<file path="config.mk">
export PLATFORM = sky130hd
export DESIGN_NAME = ram_iface_arbiter
export DESIGN_NICKNAME = d
export VERILOG_FILES = /design/src/rtl/ram_iface_arbiter.sv
export SDC_FILE = /design/constraint.sdc
export NUM_CORES = 1
export LEC_CHECK = 0
export ABC_AREA = 1
export CORE_ASPECT_RATIO = 1.75
export CORE_MARGIN = 10
export CORE_UTILIZATION = 42
export DETAILED_ROUTE_END_ITERATION = 8
export PLACE_DENSITY = 0.93
export SLEW_MARGIN = 40
export SYNTH_ARGS = -nofsm -noshare
export SYNTH_HDL_FRONTEND = slang
export SYNTH_SLANG_ARGS = --single-unit
</file>
<file path="constraint.sdc">
create_clock -name clk -period 1.9 [get_ports clk]
set_input_delay 0.285 -clock clk [delete_from_list [all_inputs] [get_ports clk]]
set_output_delay 0.285 -clock clk [all_outputs]
set_load 0.005 [all_outputs]
</file>
<file path="src/rtl/ram_iface_arbiter.sv">
// rtl/ram_iface_arbiter.sv - round-robin arbiter sharing the RAM interface cache-side port
//
// Two cache requesters share one RAM interface port. Port 0 is the I-cache and
// port 1 is the D-cache. Only one transaction is outstanding at a time. The
// grant is held until the RAM interface acks. One dead cycle follows each
// transaction. All outputs are registered. Everything is in the cache clock
// domain.
//
// Ports
//   clk                 cache clock, posedge
//   not_reset           async reset, active-low
//   s0_* / s1_*         requester ports: avalid, rnw, addr, wdata in;
//                       rdata and 1-cycle ack out
//   m_*                 RAM interface side: avalid, rnw, addr, wdata out;
//                       rdata and 1-cycle ack in
//   grant               owner of the current or last transaction

module ram_iface_arbiter #(
  parameter int ADDR_SIZE      = 13,
  parameter int CASH_STR_WIDTH = 64
) (
  input  logic                      clk,
  input  logic                      not_reset,
  input  logic                      s0_avalid,
  input  logic                      s0_rnw,
  input  logic [ADDR_SIZE-1:0]      s0_addr,
  input  logic [CASH_STR_WIDTH-1:0] s0_wdata,
  output logic [CASH_STR_WIDTH-1:0] s0_rdata,
  output logic                      s0_ack,
  input  logic                      s1_avalid,
  input  logic                      s1_rnw,
  input  logic [ADDR_SIZE-1:0]      s1_addr,
  input  logic [CASH_STR_WIDTH-1:0] s1_wdata,
  output logic [CASH_STR_WIDTH-1:0] s1_rdata,
  output logic                      s1_ack,
  output logic                      m_avalid,
  output logic                      m_rnw,
  output logic [ADDR_SIZE-1:0]      m_addr,
  output logic [CASH_STR_WIDTH-1:0] m_wdata,
  input  logic [CASH_STR_WIDTH-1:0] m_rdata,
  input  logic                      m_ack,
  output logic                      grant
);

  typedef enum logic [1:0] {
    IDLE    = 2'd0,
    BUSY    = 2'd1,
    RELEASE = 2'd2
  } state_t;

  state_t state, state_nxt;

  logic                      rr_last, rr_last_nxt;
  logic                      pick;
  logic                      m_avalid_nxt, m_rnw_nxt, grant_nxt;
  logic [ADDR_SIZE-1:0]      m_addr_nxt;
  logic [CASH_STR_WIDTH-1:0] m_wdata_nxt;
  logic                      s0_ack_nxt, s1_ack_nxt;
  logic [CASH_STR_WIDTH-1:0] s0_rdata_nxt, s1_rdata_nxt;

  // On a tie the port that did not win last time is chosen. rr_last resets
  // to 1 so port 0 wins the first tie.
  always_comb begin
    if (s0_avalid && s1_avalid) begin
      pick = ~rr_last;
    end else begin
      pick = s1_avalid;
    end
  end

  // State register
  always_ff @(posedge clk or negedge not_reset) begin
    if (!not_reset) begin
      state <= IDLE;
    end else begin
      state <= state_nxt;
    end
  end

  // Next-state logic
  always_comb begin
    state_nxt = state;
    case (state)
      IDLE:    if (s0_avalid || s1_avalid) state_nxt = BUSY;
      BUSY:    if (m_ack) state_nxt = RELEASE;
      RELEASE: state_nxt = IDLE;
      default: state_nxt = IDLE;
    endcase
  end

  // Output logic. It computes the next value of every registered output.
  // Acks default to 0, so each ack is a single-cycle pulse.
  always_comb begin
    m_avalid_nxt = m_avalid;
    m_rnw_nxt    = m_rnw;
    m_addr_nxt   = m_addr;
    m_wdata_nxt  = m_wdata;
    grant_nxt    = grant;
    rr_last_nxt  = rr_last;
    s0_ack_nxt   = 1'b0;
    s1_ack_nxt   = 1'b0;
    s0_rdata_nxt = s0_rdata;
    s1_rdata_nxt = s1_rdata;
    case (state)
      IDLE: begin
        if (s0_avalid || s1_avalid) begin
          grant_nxt    = pick;
          rr_last_nxt  = pick;
          m_avalid_nxt = 1'b1;
          m_rnw_nxt    = pick ? s1_rnw   : s0_rnw;
          m_addr_nxt   = pick ? s1_addr  : s0_addr;
          m_wdata_nxt  = pick ? s1_wdata : s0_wdata;
        end
      end
      BUSY: begin
        // Requester inputs are deliberately not looked at here. The m_* side
        // keeps the values that were latched at grant time.
        if (m_ack) begin
          m_avalid_nxt = 1'b0;
          if (grant) begin
            s1_ack_nxt = 1'b1;
            if (m_rnw) s1_rdata_nxt = m_rdata;
          end else begin
            s0_ack_nxt = 1'b1;
            if (m_rnw) s0_rdata_nxt = m_rdata;
          end
        end
      end
      default: begin
      end
    endcase
  end

  // Output registers
  always_ff @(posedge clk or negedge not_reset) begin
    if (!not_reset) begin
      m_avalid <= 1'b0;
      m_rnw    <= 1'b0;
      m_addr   <= '0;
      m_wdata  <= '0;
      grant    <= 1'b0;
      rr_last  <= 1'b1;
      s0_ack   <= 1'b0;
      s1_ack   <= 1'b0;
      s0_rdata <= '0;
      s1_rdata <= '0;
    end else begin
      m_avalid <= m_avalid_nxt;
      m_rnw    <= m_rnw_nxt;
      m_addr   <= m_addr_nxt;
      m_wdata  <= m_wdata_nxt;
      grant    <= grant_nxt;
      rr_last  <= rr_last_nxt;
      s0_ack   <= s0_ack_nxt;
      s1_ack   <= s1_ack_nxt;
      s0_rdata <= s0_rdata_nxt;
      s1_rdata <= s1_rdata_nxt;
    end
  end

endmodule
</file>
==> impl_metrics.env, run 1 <==
export IMPL_critical_path_arrival_ns=1.55
export IMPL_final_area_um2=15040
export IMPL_layout_cells_most_common_list="563 x nand2_1, 432 x clkdlybuf4s50_1, 210 x dfrtp_1"
export IMPL_totalWireLength_um=36600
export IMPL_seq_power_share_pct=36.1
export IMPL_ys_ff_latch=213
export IMPL_cp_cell_sequence="clkdlybuf4s50_1"
export IMPL_die_y_um=221.0
export IMPL_yosysWarnings=0
export IMPL_io_pins=435
export IMPL_gp_congestion=0.8768
export IMPL_p_leak_uw=0.007726
export IMPL_syn_area_um2=9701
export IMPL_p_total_uw=22230
export IMPL_cts_root_buf="clkbuf_16"
export IMPL_clock_latency_ns=0.49
export IMPL_place_port_buffers=434
export IMPL_cp_required_ns=1.62
export IMPL_min_period_over_period_pct=96.44
export IMPL_fin_skew_ns=0.01500
export IMPL_hpwl_um=27250
export IMPL_cts_htree_levels=1
export IMPL_rsz0062_at_grt="false"
export IMPL_path_clk_slew_ns=0.07
export IMPL_seq_area_frac_synth_pct=54.96
export IMPL_worst_path_max_delay_cell="clkdlybuf4s50_1"
export IMPL_initial_utilization_pct=42.65
export IMPL_first_global_vias=10160
export IMPL_cts_tree="built"
export IMPL_start_kind="flop"
export IMPL_die_area_um2=29810
export IMPL_antenna_found_initial=1
export IMPL_maxSlewViolCount=0
export IMPL_crit_type="reg -> out"
export IMPL_outcome="complete, no violations"
export IMPL_ir_drop_mv=0.8934
export IMPL_finalCriticalPeriod_ns=1.832
export IMPL_placed_cell_area_um2=14350
export IMPL_path_buf_inv=1
export IMPL_synth_cells=1245
export IMPL_hold_path_class="in -> reg"
export IMPL_switchingPower_uw=7743
export IMPL_first_pass_iters=7
export IMPL_grt_ovfl_total=0
export IMPL_hold_violations=0
export IMPL_grt_pass1_wl_um=56790
export IMPL_multi_input_area_um2=3326
export IMPL_cts_made_buffers=20
export IMPL_powerDensity_nw_per_um2=1478
export IMPL_grt_max_degree=75
export IMPL_ant_nets=0
export IMPL_syn_area_per_cell_um2=7.792
export IMPL_critical_path_max_stage_delay_ns=0.61
export IMPL_synth_cell_types=19
export IMPL_wl_per_cell_um=18.61
export IMPL_worst_pin_slew_ns=0.5065
export IMPL_p_clk_share_pct=18.7
export IMPL_layout_commonest_cell="nand2_1"
export IMPL_slew_headroom_pct=66.23
export IMPL_drive_gt1_share_pct=4.262
export IMPL_fin_util_pct=66.13
export IMPL_critPathMaxFanout=5
export IMPL_first_iter_violations=716
export IMPL_via_count=9939
export IMPL_internal_power_uw=14490
export IMPL_path_delay_family="buffers and inverters"
export IMPL_num_fill_cells=1671
export IMPL_tns_ns=0
export IMPL_vias_per_cell=5.053
export IMPL_rows=73
export IMPL_nNetsFinal=1880
export IMPL_clock_path_buffers=3
export IMPL_clock_sinks=213
export IMPL_core_area_um2=22740
export IMPL_clock_fmax_mhz=545.8
export IMPL_drc_errors=0
export IMPL_drv_cap=0
export IMPL_grtUsageTotal_pct=23.84
export IMPL_area_growth_pct=55.04
export IMPL_p_sw_share_pct=34.83
export IMPL_setup_viol=0
export IMPL_worstSetupEndpointType="output pin"
export IMPL_cts_setup_buffers=0
export IMPL_syn_num_nets=1470
export IMPL_die_w_um=134.9
export IMPL_rrSetupSlack_ns=0.26
export IMPL_seq_area_um2=5334
export IMPL_pwr_share_comb_pct=45.2
[per-stage QoR]
| stage | setup WS, ns | hold WS (ns) | instances |
|---|---|---|---|
| 2_1_floorplan | 0.5637 | -0.01059 | 1245 |
| 3_3_place_gp | 0.1972 | 0.2934 | 1932 |
| 3_5_place_dp | 0.1419 | 0.3025 | 1932 |
| 4_1_cts | 0.01406 | 0.2986 | 1966 |
| 5_1_grt | 0.001868 | 0.3147 | 1967 |
| 6_report | 0.06771 | 0.3068 | 1967 |
[routing by layer]
metal | GRT usage (%) | vias to the layer above | part of all wire, %
met1 | 25.51 | 4679 | 34
met3 | 6.261 | 126 | 9.0
met5 | 0 | - | 0
met4 | 13.71 | 0 | 6.5
met2 | 41.01 | 555 | 50
li1 | - | 4579 | -
[cell type report]
type | instances | area share (%)
Clock inverter | 6 | 0.5491
Clock buffer | 27 | 3.910
Sequential cell | 213 | 35.47
Timing Repair Buffer | 461 | 31.41
Inverter | 162 | 4.043
Tap cell | 300 | 2.496
Antenna cell | 1 | 0.01664
Multi-Input combinational cell | 797 | 22.11
[cell families after synthesis]
family / Yosys count / synth area share (%)
AOI/OAI and AO/OA: 66 / 3.405
buffers and inverters: 235 / 10.83
DFF: 213 / 54.96
and+or+nand+nor: 731 / 30.80
[power groups by stage]
stage	Clock (µW)	Combinational (µW)	Sequential, µW
global route	4430	11000	8270
global placement	0	9750	7950
CTS	4240	10200	8020
detailed placement	0	10100	8040
floorplan	0	3400	8020
finish	4160	10000	8030
[path summary, 6_finish.rpt]
| kind | depth (start not counted) | to | start |
|---|---|---|---|
| hold reg to reg | 2 | s1_rdata[11] | s1_rdata[11] |
| setup / recovery | 1 | grant | grant |
| hold / removal | 4 | grant | s1_avalid |
| max in group asynchronous | 3 | s0_rdata[32] | not_reset |
| setup reg to reg | 6 | m_wdata[12] | state[1] |
| min in group asynchronous | 2 | m_wdata[11] | not_reset |
[synth_stat cells]
| master | n | area [µm²] |
|---|---|---|
| clkbuf_8 | 6 | 82.58 |
| nand2_2 | 1 | 6.260 |
| buf_4 | 2 | 15.01 |
| o21ai_1 | 18 | 90.09 |
| inv_1 | 161 | 604.3 |
| dfrtp_1 | 212 | 5305 |
| buf_6 | 7 | 78.83 |
| o21ai_0 | 48 | 240.2 |
| inv_2 | 1 | 3.750 |
| nand2_1 | 566 | 2125 |
| clkbuf_1 | 19 | 71.32 |
| nor2_1 | 3 | 11.26 |
| nand3_4 | 1 | 17.52 |
| dfstp_2 | 1 | 26.28 |
| buf_2 | 38 | 190.2 |
| nand3_1 | 157 | 785.8 |
| nor2_8 | 1 | 20.02 |
| nor2_4 | 2 | 22.52 |
| clkbuf_2 | 1 | 5.000 |
[sequential cells by signal, indices dropped and copies added (netlist names)]
signal / flops
m_avalid: 1
rr_last: 1
s1_rdata: 64
grant: 1
m_wdata: 64
s0_ack: 1
m_rnw: 1
state: 2
s1_ack: 1
s0_rdata: 64
m_addr: 13
[what timing repair did]
action	4_1_cts	5_1_grt
resized for setup	1	1
endpoints found under the setup margin	1	1
hold buffers	1	0
hold endpoints to repair	46	0
[worst register-to-register path, cell delays in order (launching register included)]
cell	delay [ns]
dfrtp_1	0.36
inv_1	0.15
nand2_1	0.16
nor2_4	0.20
buf_4	0.37
nand3_1	0.22
nand2_1	0.12
Power figures use the tool's default switching activity.
==> run 2, diff against run 1 <==
Settings changed: CTS_BUF_LIST from default to sky130_fd_sc_hd__clkbuf_16, REMOVE_ABC_BUFFERS from default to 1.
==> run 2 against run 1 <==
Against the previous run:
- count of clock-buffer cells in the layout shrank 6
- global-route usage decreased by 0.76 points
- core utilization fell by 0.14 points
- clock power fell by 9.4%
- combinational power hardly changed
- critical path depth did not move
- register-to-register slack better by 0.12 ns
- largest cell class unchanged
==> impl_metrics.env, run 2 (same netlist as run 1, synthesis figures left out) <==
export IMPL_first_global_vias=10140
export IMPL_io_pins=435
export IMPL_p_total_uw=21780
export IMPL_gp_congestion=0.9173
export IMPL_first_pass_iters=5
export IMPL_p_leak_uw=0.007721
export IMPL_grt_max_degree=65
export IMPL_die_area_um2=29810
export IMPL_cts_made_buffers=21
export IMPL_hold_violations=0
export IMPL_drv_cap=0
export IMPL_maxSlewViolCount=0
export IMPL_cts_htree_levels=1
export IMPL_antenna_found_initial=1
export IMPL_pwr_share_comb_pct=45.9
export IMPL_critPathMaxFanout=5
export IMPL_area_growth_pct=54.71
export IMPL_place_port_buffers=434
export IMPL_totalWireLength_um=35050
export IMPL_rows=73
export IMPL_final_area_um2=15010
export IMPL_start_kind="flop"
export IMPL_internal_power_uw=14130
export IMPL_switchingPower_uw=7643
export IMPL_p_clk_share_pct=17.3
export IMPL_num_fill_cells=1668
export IMPL_clock_path_buffers=3
export IMPL_clock_fmax_mhz=554.8
export IMPL_cp_cell_sequence="clkdlybuf4s50_1"
export IMPL_vias_per_cell=4.949
export IMPL_layout_commonest_cell="nand2_1"
export IMPL_clock_sinks=213
export IMPL_placed_cell_area_um2=14400
export IMPL_die_w_um=134.9
export IMPL_crit_start="m_rnw"
export IMPL_layout_cells_most_common_list="563 x nand2_1, 432 x clkdlybuf4s50_1, 210 x dfrtp_1"
export IMPL_rsz0062_at_grt="false"
export IMPL_die_y_um=221.0
export IMPL_setup_viol=0
export IMPL_ant_nets=0
export IMPL_fin_util_pct=65.99
export IMPL_r2r_start="state[1]"
export IMPL_powerDensity_nw_per_um2=1451
export IMPL_hpwl_um=26600
export IMPL_path_delay_family="buffers and inverters"
export IMPL_p_sw_share_pct=35.10
export IMPL_cts_root_buf="clkbuf_16"
export IMPL_clock_latency_ns=0.51
export IMPL_cp_endpoint="m_rnw"
export IMPL_seq_area_um2=5334
export IMPL_drive_gt1_share_pct=3.897
export IMPL_slew_headroom_pct=68.31
export IMPL_outcome="complete, no violations"
export IMPL_grt_pass1_wl_um=55410
export IMPL_reg_largest_list="m_wdata x64, s0_rdata x64, s1_rdata x64"
export IMPL_nNetsFinal=1880
export IMPL_worst_pin_slew_ns=0.4753
export IMPL_r2r_end="m_wdata[11]"
export IMPL_path_clk_slew_ns=0.06
export IMPL_ir_drop_mv=0.8601
export IMPL_crit_type="reg -> out"
export IMPL_first_iter_violations=653
export IMPL_wl_per_cell_um=17.80
export IMPL_drc_errors=0
export IMPL_cp_required_ns=1.62
export IMPL_worstSetupEndpointType="output pin"
export IMPL_cp_num_cells=1
export IMPL_cts_tree="built"
export IMPL_grt_ovfl_total=0
export IMPL_critical_path_arrival_ns=1.52
export IMPL_initial_utilization_pct=42.65
export IMPL_critical_path_max_stage_delay_ns=0.58
export IMPL_rrSetupSlack_ns=0.38
export IMPL_core_area_um2=22740
export IMPL_min_period_over_period_pct=94.86
export IMPL_fin_skew_ns=0.01362
export IMPL_via_count=9744
export IMPL_path_buf_inv=1
export IMPL_grtUsageTotal_pct=23.07
export IMPL_finalCriticalPeriod_ns=1.802
export IMPL_r2r_cells=6
export IMPL_worst_path_max_delay_cell="clkdlybuf4s50_1"
export IMPL_multi_input_area_um2=3326
export IMPL_hold_path_class="in -> async"
export IMPL_seq_power_share_pct=36.8
## run 2: changes by cell type in the layout (fill, tap and decap cells not counted)
cell       previous run  this run
buf_12               14        18
clkbuf_1              2         0
clkinv_1              0         5
inv_1               161       166
bufinv_16             2         0
buf_4                12         7
clkbuf_8              5         1
inv_8                 0         1
## run 2: final cells by class
class,instances,area share (%)
flip-flops and latches,213,35.54
repair buffers,460,31.75
multi-input cells,797,22.16
inverters,162,4.052
clock buffers,21,3.501
well taps,300,2.501
clock inverters,15,0.4752
diodes,1,0.01667
## run 2: worst min-delay path by stage
| stage | to | slack (ns) | cells after the start |
|---|---|---|---|
| 4_1_cts | s1_rdata[36] | 0.32 | 2 |
| 5_1_grt | s0_rdata[24] | 0.35 | 3 |
| 3_3_place_gp | s0_ack | 0.29 | 1 |
| 2_1_floorplan | grant | -0.01 | 0 |
| 6_report | s1_rdata[36] | 0.31 | 2 |
| 3_5_place_dp | s1_rdata[36] | 0.28 | 1 |
## run 2: timing repair
action | CTS | global route
setup endpoints to repair | 1 | 1
hold endpoints to repair | 49 | 0
setup buffers | 0 | 0
hold buffers | 1 | 0
gates resized for setup | 1 | 1
## run 2: layer usage
| layer | vias up | track usage (%) | share of wire [%] |
|---|---|---|---|
| met1 | 4536 | 23.79 | 34 |
| met4 | 0 | 13.46 | 6.4 |
| li1 | 4587 | - | - |
| met2 | 514 | 40.21 | 51 |
| met5 | - | 0 | 0 |
| met3 | 107 | 6.647 | 9.2 |
## run 2: metrics by stage
| stage | setup TNS (ns) | hold WS (ns) | worst slack (ns) | std cells |
|---|---|---|---|---|
| 2_1_floorplan | -150.50 | -0.01059 | -1.692 | 1172 |
| 3_3_place_gp | 0 | 0.2873 | 0.1943 | 1931 |
| 3_5_place_dp | 0 | 0.2815 | 0.1342 | 1931 |
| 4_1_cts | 0 | 0.3214 | 0.01749 | 1968 |
| 5_1_grt | 0 | 0.3480 | 0.04770 | 1969 |
| 6_report | 0 | 0.3148 | 0.09765 | 1969 |
## run 2: power groups by stage
| stage | Sequential [µW] | Combinational [µW] | Clock [µW] |
|---|---|---|---|
| 3_3_place_gp | 7920 | 9750 | 0 |
| 3_5_place_dp | 8020 | 10100 | 0 |
| 6_report | 8010 | 10000 | 3770 |
| 5_1_grt | 8240 | 11000 | 4060 |
| 4_1_cts | 7990 | 10100 | 3850 |
| 2_1_floorplan | 8010 | 3060 | 0 |
